$ cat src/rtl/branch_predictor_pkg.sv
// Shared encodings for the fetch-stage branch predictor: BHT counter states
// and branch comparator condition codes.
package bp_pkg;

  typedef enum logic [1:0] {
    CTR_SNT = 2'b00,
    CTR_WNT = 2'b01,
    CTR_WT  = 2'b10,
    CTR_ST  = 2'b11
  } ctr_e;

  typedef enum logic [1:0] {
    CMP_NEZ   = 2'd0,
    CMP_GTZ   = 2'd1,
    CMP_LTZ   = 2'd2,
    CMP_NEVER = 2'd3
  } cmp_e;

  localparam ctr_e CTR_RESET = CTR_WNT;

endpackage

$ cat src/rtl/branch_predictor_sat_counter2.sv
// Next-state function of a 2-bit saturating up/down counter used by the BHT.
module sat_counter2
  import bp_pkg::*;
(
  input  logic [1:0] ctr,
  input  logic       taken,
  output logic [1:0] next
);

  always_comb begin
    next = ctr;
    if (taken) begin
      if (ctr != CTR_ST) next = ctr + 2'd1;
    end else begin
      if (ctr != CTR_SNT) next = ctr - 2'd1;
    end
  end

endmodule

$ cat src/rtl/branch_predictor.sv
// Fetch-stage dynamic branch predictor: 2-bit counter BHT lookup, update on
// resolution, registered redirect on mispredict, and branch statistics.
module branch_predictor
  import bp_pkg::*;
#(
  parameter int IDX_BITS = 4
) (
  input  logic        clk,
  input  logic        reset,
  input  logic        lookup_valid,
  input  logic [31:0] lookup_pc,
  output logic        pred_taken,
  input  logic        res_valid,
  input  logic [31:0] res_pc,
  input  logic [1:0]  res_control,
  input  logic        res_taken,
  input  logic        res_pred,
  input  logic [31:0] res_target,
  input  logic [31:0] res_fallthrough,
  output logic        redirect_valid,
  output logic [31:0] redirect_pc,
  output logic [31:0] branch_count,
  output logic [31:0] mispredict_count
);

  localparam int ENTRIES = 1 << IDX_BITS;

  logic [1:0]          bht_q [ENTRIES];
  logic [1:0]          bht_d [ENTRIES];
  logic [IDX_BITS-1:0] lookup_idx;
  logic [IDX_BITS-1:0] res_idx;
  logic [1:0]          ctr_next;
  logic                mispredict;
  logic                redirect_valid_q, redirect_valid_d;
  logic [31:0]         redirect_pc_q, redirect_pc_d;
  logic [31:0]         branch_count_q, branch_count_d;
  logic [31:0]         mispredict_count_q, mispredict_count_d;
  logic                unused_pc_bits;

  assign lookup_idx = lookup_pc[IDX_BITS+1:2];
  assign res_idx    = res_pc[IDX_BITS+1:2];
  assign unused_pc_bits = ^{lookup_pc[31:IDX_BITS+2], lookup_pc[1:0],
                            res_pc[31:IDX_BITS+2], res_pc[1:0]};

  // No bypass: lookup always sees the pre-update counter.
  assign pred_taken = lookup_valid & bht_q[lookup_idx][1];

  sat_counter2 u_sat_counter2 (
    .ctr   (bht_q[res_idx]),
    .taken (res_taken),
    .next  (ctr_next)
  );

  assign mispredict = res_valid & (res_taken != res_pred);

  always_comb begin
    bht_d              = bht_q;
    redirect_valid_d   = mispredict;
    redirect_pc_d      = 32'd0;
    branch_count_d     = branch_count_q;
    mispredict_count_d = mispredict_count_q;
    if (res_valid && (res_control != CMP_NEVER)) bht_d[res_idx] = ctr_next;
    if (mispredict) redirect_pc_d = res_taken ? res_target : res_fallthrough;
    if (res_valid && (branch_count_q != 32'hFFFF_FFFF))
      branch_count_d = branch_count_q + 32'd1;
    if (mispredict && (mispredict_count_q != 32'hFFFF_FFFF))
      mispredict_count_d = mispredict_count_q + 32'd1;
  end

  always_ff @(posedge clk) begin
    if (reset) begin
      for (int i = 0; i < ENTRIES; i++) bht_q[i] <= CTR_RESET;
      redirect_valid_q   <= 1'b0;
      redirect_pc_q      <= 32'd0;
      branch_count_q     <= 32'd0;
      mispredict_count_q <= 32'd0;
    end else begin
      bht_q              <= bht_d;
      redirect_valid_q   <= redirect_valid_d;
      redirect_pc_q      <= redirect_pc_d;
      branch_count_q     <= branch_count_d;
      mispredict_count_q <= mispredict_count_d;
    end
  end

  // A reset arriving while a redirect is pending kills the pulse immediately.
  assign redirect_valid   = redirect_valid_q & ~reset;
  assign redirect_pc      = redirect_pc_q;
  assign branch_count     = branch_count_q;
  assign mispredict_count = mispredict_count_q;

endmodule

$ cat config.mk
export PLATFORM = sky130hd
export DESIGN_NAME = branch_predictor
export DESIGN_NICKNAME = d
export VERILOG_FILES = /design/src/rtl/branch_predictor_pkg.sv /design/src/rtl/branch_predictor_sat_counter2.sv /design/src/rtl/branch_predictor.sv
export SDC_FILE = /design/constraint.sdc
export NUM_CORES = 1
export LEC_CHECK = 0
export BUFFER_PORTS_ARGS = -buffer_cell sky130_fd_sc_hd__buf_2
export CAP_MARGIN = 20
export CELL_PAD_IN_SITES_DETAIL_PLACEMENT = 1
export CELL_PAD_IN_SITES_GLOBAL_PLACEMENT = 2
export CORE_ASPECT_RATIO = 0.8
export CORE_MARGIN = 5
export CORE_UTILIZATION = 30
export CTS_CLUSTER_SIZE = 24
export DETAILED_ROUTE_END_ITERATION = 10
export GPL_TIMING_DRIVEN = 0
export MAX_ROUTING_LAYER = met4
export PLACE_DENSITY = 0.86
export SYNTH_ARGS = -nofsm -noshare
export SYNTH_HDL_FRONTEND = slang
export SYNTH_SLANG_ARGS = --single-unit
$ cat constraint.sdc
create_clock -name clk -period 3.73 [get_ports clk]
set_clock_uncertainty 0.15 [all_clocks]
set_input_delay 0.746 -clock clk [delete_from_list [all_inputs] [get_ports clk]]
set_output_delay 0.746 -clock clk [all_outputs]
set_load 0.005 [all_outputs]
==> results_dict.tcl, run 1 <==
set metrics [dict create \
    status "complete, no violations" \
    min_period_over_period_pct 84.4 \
    wl_um 20000 \
    nNetsFinal 1014 \
    syn_area_um2 6050 \
    clkTransAtPathRegs_ns 0.06 \
    async_flop_share_pct 0 \
    grt_overflow 0 \
    port_buffers 174 \
    core_um2 19900 \
    synthFlopType "dfxtp_1" \
    path_class "in2out" \
    clock-root-buffer "clkbuf_16" \
    ant_nets 0 \
    grt_setup_unrepaired "false" \
    ys_types 53 \
    areaGrowthSynthToFinish_pct 30.1 \
    clockBufferDepth 2 \
    met1_length_um 9660 \
    min_period_ns 3.15 \
    wl_per_cell_um 17.3 \
    initial_core_util_pct 30.5 \
    diodes 0 \
    die-area_um2 23100 \
    crit_fanout 4 \
    pin_count 234 \
    wl_met3_um 1050 \
    finalSetupViolCount 0 \
    final_max_slew_viol_count 0 \
    cts-resized-gates 0 \
    utilization_pct 39.7 \
    numCtsBuffers 17 \
    max_freq_mhz 318 \
    drc 0 \
    p_leak_nw 3.08 \
    critPathLaunchType "primary input" \
    vias_per_cell 5.19 \
    drv_cap 0 \
    dr.pass1.iters 5 \
    synth_edf_count 0 \
    dieWidth_um 169 \
    synth-seq-cells 129 \
    hold_viol_final 0 \
    dr.max_layer_used "met4" \
    clkSinkCount 129 \
    min_path_type "reg2reg" \
    cts_tree "yes" \
    globalplace.congestion 0.816 \
    tightestPinTransition_ns 1.03 \
    worstPathArrival_ns 2.25 \
    grt_max_degree 17 \
    final_cell_mix "178 x buf_2, 129 x dfxtp_1, 81 x nor2_1" \
    synth_cells 683 \
    synth-seq-area-share_pct 42.7 \
    die_y_um 137 \
    drt-initial-drc-count 299 \
    htree_levels 4 \
    grt_antenna_before_repair 0 \
    ys_warn_count 0 \
    cts_hold_buf 0 \
    grt_pass1_wl_um 32500 \
    routed-wl-met2_um 9060 \
    power_density_nw_per_um2 433 \
    max-vdd-ir-drop_mv 0.227 \
    critPathCaptureType "primary output" \
    critPathRequiredTime_ns 2.83 \
    drive_gt1_share_pct 26.7 \
    relSlewSlack_pct 30.6 \
    avgSynthCellArea_um2 8.86 \
    rows 46 \
    grtUsageTotal_pct 18.0 \
    synth_nets 821 \
    post-cts-setup-buffers 0 \
    setup_tns_ns 0 \
    mostFrequentLayoutCell "buf_2" \
    insertion_delay_ns 0.42 \
    grt_pass1_vias 6273 \
    hpwl_um 15000 \
    via_count 5985 \
]
cells in the mapped netlist (all sizes together), types with 3 or more instances:
cell type	n	share of area, %
nor4	6	0.62
and2	4	0.41
or3	21	2.2
nand4	16	1.8
inv	17	1.1
nor3b	4	0.50
a21oi	60	5.0
o21ai	38	3.1
nor2	81	5.0
nand2	37	2.3
nor3	5	0.41
mux2	3	0.56
a2111oi	4	0.58
xnor2	11	1.6
o311ai	5	0.72
and4	13	1.9
o31ai	25	3.1
and3	7	0.72
mux2i	33	5.5
a211oi	17	2.1
mux4	13	4.8
nor2b	8	0.83
nand3b	3	0.37
nand3	27	2.2
dfxtp	129	43
a31oi	3	0.31
or4	25	3.1
clkbuf	35	2.2
buf	10	1.0
cell families (layout without fill, tap and decap cells):
| kind of cell | count (synthesis) | in the layout | share of synthesized area [%] |
|---|---|---|---|
| flops | 129 | 129 | 42.7 |
| xor+xnor | 13 | 13 | 1.88 |
| compound gates | 163 | 163 | 16.6 |
| buf+inv | 63 | 269 | 4.40 |
| fa+ha+maj | 4 | 4 | 0.744 |
| mux | 49 | 49 | 10.9 |
| simple gates | 262 | 262 | 22.9 |
through the flow:
step | power (mW) | setup WS [ns] | cell area, um2 | hold slack [ns] | std cells
after floorplan | 1.56 | 1.01 | 6050 | 0.280 | 683
after global placement | 1.67 | 0.603 | 7250 | 0.294 | 1121
after detailed placement | 1.67 | 0.563 | 7250 | 0.310 | 1121
after CTS | 3.45 | 0.587 | 7880 | 0.323 | 1153
after global routing | 3.54 | 0.519 | 7880 | 0.353 | 1153
final | 3.41 | 0.583 | 7880 | 0.318 | 1153
state kept, by name (all words and copies together) (netlist names):
signal	flops
redirect_pc	32
mispredict_count	32
bht_q	32
redirect_valid_q	1
branch_count	32
area by class of cell:
| cell class | count | area [um2] |
|---|---|---|
| plain buffers | 46 | 203 |
| well taps | 264 | 330 |
| clock buffers | 20 | 467 |
| clock inverters | 12 | 155 |
| inverters | 17 | 63.8 |
| multi-input cells | 491 | 3200 |
| fillers | 2379 | 12000 |
| flip-flops and latches | 129 | 2580 |
| repair buffers | 174 | 871 |
layer usage:
layer	up-vias	GRT usage, %
li1	2926	-
met1	2893	23.7
met2	151	28.3
met3	15	4.24
met4	0	4.42
met5	-	-
path summary, 6_finish.rpt:
path / cells past startpoint / slack (ns) / endpoint / from
setup reg to reg: 6 / 0.89 / branch_count[1]$_SDFFE_PP0P_ / branch_count[18]$_SDFFE_PP0P_
setup / recovery: 5 / 0.58 / pred_taken / lookup_pc[2]
hold / removal: 2 / 0.32 / bht_q[28]$_SDFFE_PP1P_ / bht_q[28]$_SDFFE_PP1P_
hold reg to reg: 2 / 0.32 / bht_q[28]$_SDFFE_PP1P_ / bht_q[28]$_SDFFE_PP1P_
report_power, final:
group / internal [mW] / switching (mW)
Sequential: 1.40 / 0.0121
Combinational: 0.0963 / 0.130
Clock: 1.11 / 0.667
Total: 2.60 / 0.809
critical path: stages:
cell and delay [ns]:
buf_2 0.18, mux4_2 0.58, mux4_2 0.47, and2_1 0.16
buf_2 0.12
Power figures use the tool's default switching activity.
==> inputs of run 2 (changes only) <==
- ABC_AREA: unset -> 1
- CORE_UTILIZATION: 30 -> 26
- PLACE_DENSITY: 0.86 -> 0.82
- clock period: 3.73 -> 3.1 ns (I/O delays scaled with it)
==> results_dict.tcl, run 2 <==
set metrics [dict create \
    cts-resized-gates 0 \
    cts_tree "yes" \
    crit_buf_inv 4 \
    clkSinkCount 129 \
    die-area_um2 29900 \
    path_class "in2out" \
    ant_nets 0 \
    synth_nets 1223 \
    cts_hold_buf 0 \
    ys_types 32 \
    finalSetupViolCount 0 \
    hold_viol_final 0 \
    synth.area.top_cells "dfxtp_1 37%, nand2_1 22%, a21oi_1 8.4%" \
    reg2reg_setup_slack_ns 0.81 \
    tightestPinTransition_ns 0.744 \
    min_period_ns 2.83 \
    initial_core_util_pct 26.3 \
    drive_gt1_share_pct 18.5 \
    max_stage_delay_ns 0.57 \
    dr.pass1.iters 4 \
    dr.max_layer_used "met4" \
    relSlewSlack_pct 50.4 \
    hold_ws_ns 0.286 \
    final_cell_mix "400 x nand2_1, 182 x buf_2, 129 x dfxtp_1" \
    clock-root-buffer "clkbuf_16" \
    async_flop_share_pct 0 \
    synth_compound_area_share_pct 10.5 \
    synth_cells 1085 \
    crit_fanout 10 \
    wl_per_cell_um 15.5 \
    status "complete, no violations" \
    cp_slowest_cell "clkbuf_1" \
    syn_area_um2 6890 \
    die_y_um 156 \
    core_um2 26200 \
    dieWidth_um 192 \
    cp_cell_sequence "buf_2, clkbuf_1, clkbuf_1, nor2_1, buf_2" \
    routed-wl-met2_um 11200 \
    post-cts-setup-buffers 0 \
    met1_length_um 12800 \
    port_buffers 176 \
    synth_adder_area_share_pct 0.363 \
    numCtsBuffers 17 \
    max_freq_mhz 353 \
    synth_most_common_cell "nand2_1" \
    clkTransAtPathRegs_ns 0.06 \
    clockBufferDepth 2 \
    yosys.area.top_type "dfxtp_1" \
    areaGrowthSynthToFinish_pct 28.4 \
    reg2regPathDepth 11 \
    critPathRequiredTime_ns 2.33 \
    avgSynthCellArea_um2 6.35 \
    htree_levels 4 \
    synth-seq-area-share_pct 37.5 \
    setup_tns_ns 0 \
    worstPathArrival_ns 2.06 \
    startpoint "reset" \
    synth-seq-cells 129 \
    synth_top_family_by_area "simple AND/OR/NAND/NOR gates" \
    pin_count 234 \
    cp.depth 5 \
    grtUsageTotal_pct 17.6 \
    min_period_over_period_pct 91.4 \
    reg2reg_from "branch_count[1]$_SDFFE_PP0P_" \
    hpwl_um 20100 \
    via_count 7403 \
    wl_um 25500 \
    rows 53 \
    r2r-end "branch_count[23]$_SDFFE_PP0P_" \
    grt_pass1_vias 7692 \
    synth_edf_count 0 \
    yosys.area_share.simple_pct 37.0 \
    critPathTopFamily "buffers and inverters" \
    vias_per_cell 4.48 \
    mostFrequentLayoutCell "nand2_1" \
    grt_max_degree 17 \
    drc 0 \
    ys_warn_count 0 \
    globalplace.congestion 0.863 \
    synth_xor_area_share_pct 5.47 \
    grt_antenna_before_repair 1 \
    max-vdd-ir-drop_mv 0.397 \
    critPathLaunchType "primary input" \
    nNetsFinal 1418 \
    synthFlopType "dfxtp_1" \
    drv_cap 0 \
    power_density_nw_per_um2 478 \
    critPathCaptureType "primary output" \
    grt_pass1_wl_um 40800 \
    min_from "res_fallthrough[9]" \
    p_leak_nw 3.88 \
    insertion_delay_ns 0.43 \
    synth_mux_area_share_pct 0 \
    min_path_type "in2reg" \
    synth_top_cells_by_count "400 x nand2_1, 129 x dfxtp_1, 124 x nor2_1" \
    grt_setup_unrepaired "false" \
    drt-initial-drc-count 309 \
    cp-endpoint "redirect_valid" \
    grt_overflow 0 \
    wl_met3_um 1320 \
    final_max_slew_viol_count 0 \
    synth_top_area_share_pct 37.5 \
]
==> run 2: cell count changes after synthesis, moves of 24 or more <==
| cell | before | now |
|---|---|---|
| nor2_1 | 81 | 124 |
| inv_1 | 17 | 103 |
| nand2_1 | 37 | 400 |
| a21oi_1 | 60 | 116 |
| or4_1 | 24 | 0 |
| xor2_1 | 2 | 30 |
| o31ai_1 | 25 | 0 |
| mux2i_1 | 33 | 0 |
==> run 2: area by class of cell <==
cell class	instances	area, um2
well taps	357	447
diodes	1	2.50
clock buffers	20	447
inverters	108	405
multi-input cells	810	3670
repair buffers	176	881
flip-flops and latches	129	2580
plain buffers	38	229
clock inverters	12	181
fillers	3449	17300
==> run 2: routing by layer <==
| layer | global-route usage (%) | vias up |
|---|---|---|
| met2 | 26.6 | 144 |
| met4 | 3.84 | 0 |
| li1 | - | 3801 |
| met1 | 24.5 | 3441 |
| met3 | 3.69 | 17 |
| met5 | - | - |
==> run 2: per-stage QoR <==
stage / setup WS (ns) / cell area [um2] / power [mW] / cells / utilization [%]
2_1_floorplan: 0.978 / 6890 / 1.92 / 1085 / -
3_5_place_dp: 0.140 / 8220 / 2.09 / 1618 / 31.4
5_1_grt: 0.112 / 8850 / 4.40 / 1651 / 33.8
4_1_cts: 0.139 / 8850 / 4.30 / 1650 / 33.8
3_3_place_gp: 0.175 / 8220 / 2.08 / 1618 / 31.4
6_report: 0.265 / 8850 / 4.23 / 1651 / 33.8
==> run 2: how the worst min path moves through the flow <==
stage | cells after the start | slack [ns] | to
final | 3 | 0.29 | redirect_pc[9]$_SDFF_PP0_
after global routing | 3 | 0.27 | redirect_pc[18]$_SDFF_PP0_
after CTS | 3 | 0.27 | redirect_pc[9]$_SDFF_PP0_
after detailed placement | 2 | 0.32 | bht_q[10]$_SDFFE_PP1P_
after global placement | 2 | 0.30 | bht_q[28]$_SDFFE_PP1P_
after floorplan | 2 | 0.29 | bht_q[24]$_SDFFE_PP1P_
==> run 2: worst register-to-register path, cell delays in order, from the launching register on <==
cell	delay, ns
dfxtp_1	0.40
ha_1	0.26
and3_1	0.17
buf_2	0.18
nand2_2	0.11
nor2_4	0.16
nand3b_1	0.12
nand2_2	0.19
inv_2	0.12
buf_6	0.16
nand2_1	0.07
a21oi_1	0.05
==> run 2: cells by family (layout without fill, tap and decap cells) <==
kind of cell,after synthesis,count (layout)
other,0,1
adders and majority gates,2,2
and+or+nand+nor,622,622
xor gates and xnor gates,43,43
buffers and inverters,146,354
DFF,129,129
AOI/OAI and AO/OA,143,143
==> run 2: report_power, final <==
part	switching, mW	total, mW	internal, mW
Sequential	0.0137	1.70	1.69
Combinational	0.223	0.345	0.122
Clock	0.811	2.18	1.37
==> inputs of run 3 (changes only) <==
- REMOVE_ABC_BUFFERS: unset -> 1
==> results_dict.tcl, run 3 (synthesis results as in run 2) <==
set metrics [dict create \
    hpwl_um 18600 \
    dieWidth_um 192 \
    crit_buf_inv 2 \
    via_count 7309 \
    clkSinkCount 129 \
    status "complete, no violations" \
    clockBufferDepth 2 \
    grt_antenna_before_repair 0 \
    crit_path_frequent_cell "nand2_1" \
    grt.busiest_layer "met2" \
    cp_slowest_cell "buf_2" \
    insertion_delay_ns 0.43 \
    hold_viol_final 0 \
    dr.pass1.iters 4 \
    drive_gt1_share_pct 17.7 \
    rows 53 \
    initial_core_util_pct 26.3 \
    final_max_slew_viol_count 0 \
    pin_count 234 \
    finalSetupViolCount 0 \
    critPathTopFamily "simple AND/OR/NAND/NOR gates" \
    utilization_pct 33.1 \
    pre_cts_ws_ns -0.135 \
    max_stage_delay_ns 0.60 \
    vias_per_cell 4.53 \
    min_period_ns 2.74 \
    die-area_um2 29900 \
    p_leak_nw 3.81 \
    hold_ws_ns 0.284 \
    drt-initial-drc-count 307 \
    grt_setup_unrepaired "false" \
    power_density_nw_per_um2 469 \
    path_class "in2reg" \
    globalplace.congestion 0.830 \
    core_um2 26200 \
    stdcell_area_um2 8660 \
    drv_cap 0 \
    grt_util_met2_pct 26.4 \
    crit_fanout 37 \
    placed_area_um2 8070 \
    fillers 3430 \
    post-place-cells 1584 \
    diodes 0 \
    drc 0 \
    grt_use_met3_pct 4.59 \
    grtUsageTotal_pct 17.3 \
    worstPathArrival_ns 2.96 \
    critPathCaptureType "flip-flop" \
    critPathLaunchType "primary input" \
    grt_use_met1_pct 23.4 \
    critPathRequiredTime_ns 3.31 \
    grt_overflow 0 \
    final_cells 1615 \
    final_cell_mix "400 x nand2_1, 176 x buf_2, 129 x dfxtp_1" \
    grt_pass1_wl_um 39800 \
    clkTransAtPathRegs_ns 0.06 \
    wl_per_cell_um 15.4 \
    max-vdd-ir-drop_mv 0.354 \
    p_total_mw 4.06 \
    setup_tns_ns 0 \
    setup_slack_ns 0.357 \
    htree_levels 4 \
    port_buffers 177 \
    tightestPinTransition_ns 0.786 \
    min_path_type "in2reg" \
    grt_max_degree 65 \
    relSlewSlack_pct 47.6 \
    clock-root-buffer "clkbuf_16" \
    max_freq_mhz 365 \
    numCtsBuffers 17 \
    cp_cell_sequence "buf_2, nor2_1, nor3_4, nand2_4, inv_2, nand2_1, nand2_1, nand2_1, nor2_1" \
    mostFrequentLayoutCell "nand2_1" \
    wl_um 24900 \
    min_period_over_period_pct 88.5 \
    grt_pass1_vias 7597 \
    areaGrowthSynthToFinish_pct 25.7 \
    die_y_um 156 \
    ant_nets 0 \
    cts_tree "yes" \
    nNetsFinal 1384 \
]
-- run 3: cell count changes in the layout (fill, tap and decap cells not counted), sizes merged --
| cell | change |
|---|---|
| clkinv | +1 |
| diode | -1 |
| bufinv | -2 |
| clkbuf | -15 |
| buf | -13 |
| clkinvlp | -4 |
| inv | -2 |
-- run 3: worst register-to-register path: cells and delay by family, from the launching register on --
family	cells	cell delay (ns)
buffers and inverters	1	0.30
DFF	1	0.40
AOI/OAI and AO/OA	2	0.26
adders and majority gates	1	0.24
and+or+nand+nor	5	1.18
-- run 3: final cells by class --
class	count	area [um2]	area share (%)
Multi-Input combinational cell	810	3680	42.5
Clock inverter	5	75.1	0.867
Clock buffer	26	509	5.88
Tap cell	357	447	5.16
Inverter	108	405	4.68
Timing Repair Buffer	180	963	11.1
Sequential cell	129	2580	29.8
-- run 3: path summary, 6_finish.rpt --
path,slack (ns),start,endpoint,cells after the start
worst min register to register,0.32,bht_q[26]$_SDFFE_PP1P_,bht_q[26]$_SDFFE_PP1P_,2
worst max-delay path,0.36,res_taken,mispredict_count[18]$_SDFFE_PP0P_,9
worst min-delay path,0.28,res_fallthrough[28],redirect_pc[28]$_SDFF_PP0_,3
worst max register to register,0.44,branch_count[1]$_SDFFE_PP0P_,branch_count[5]$_SDFFE_PP0P_,9
-- run 3: layer usage --
layer  up-vias  routed length (um)
li1       3720                   -
met1      3394               12300
met2       175               10800
met3        20                1560
met4         0                 218
met5         -                   0
-- run 3: what timing repair did --
action,4_1_cts,5_1_grt
endpoints found under the hold margin,0,0
resized for setup,0,1
buffers inserted,0,0
hold buffers,0,0
setup endpoints to repair,0,23
-- run 3: where the power goes --
part           leakage (nW)  internal (mW)  total, mW  switching (mW)
sequential             1.04           1.69       1.70          0.0137
combinational          2.47          0.109      0.327           0.218
clock                 0.290           1.28       2.04           0.754
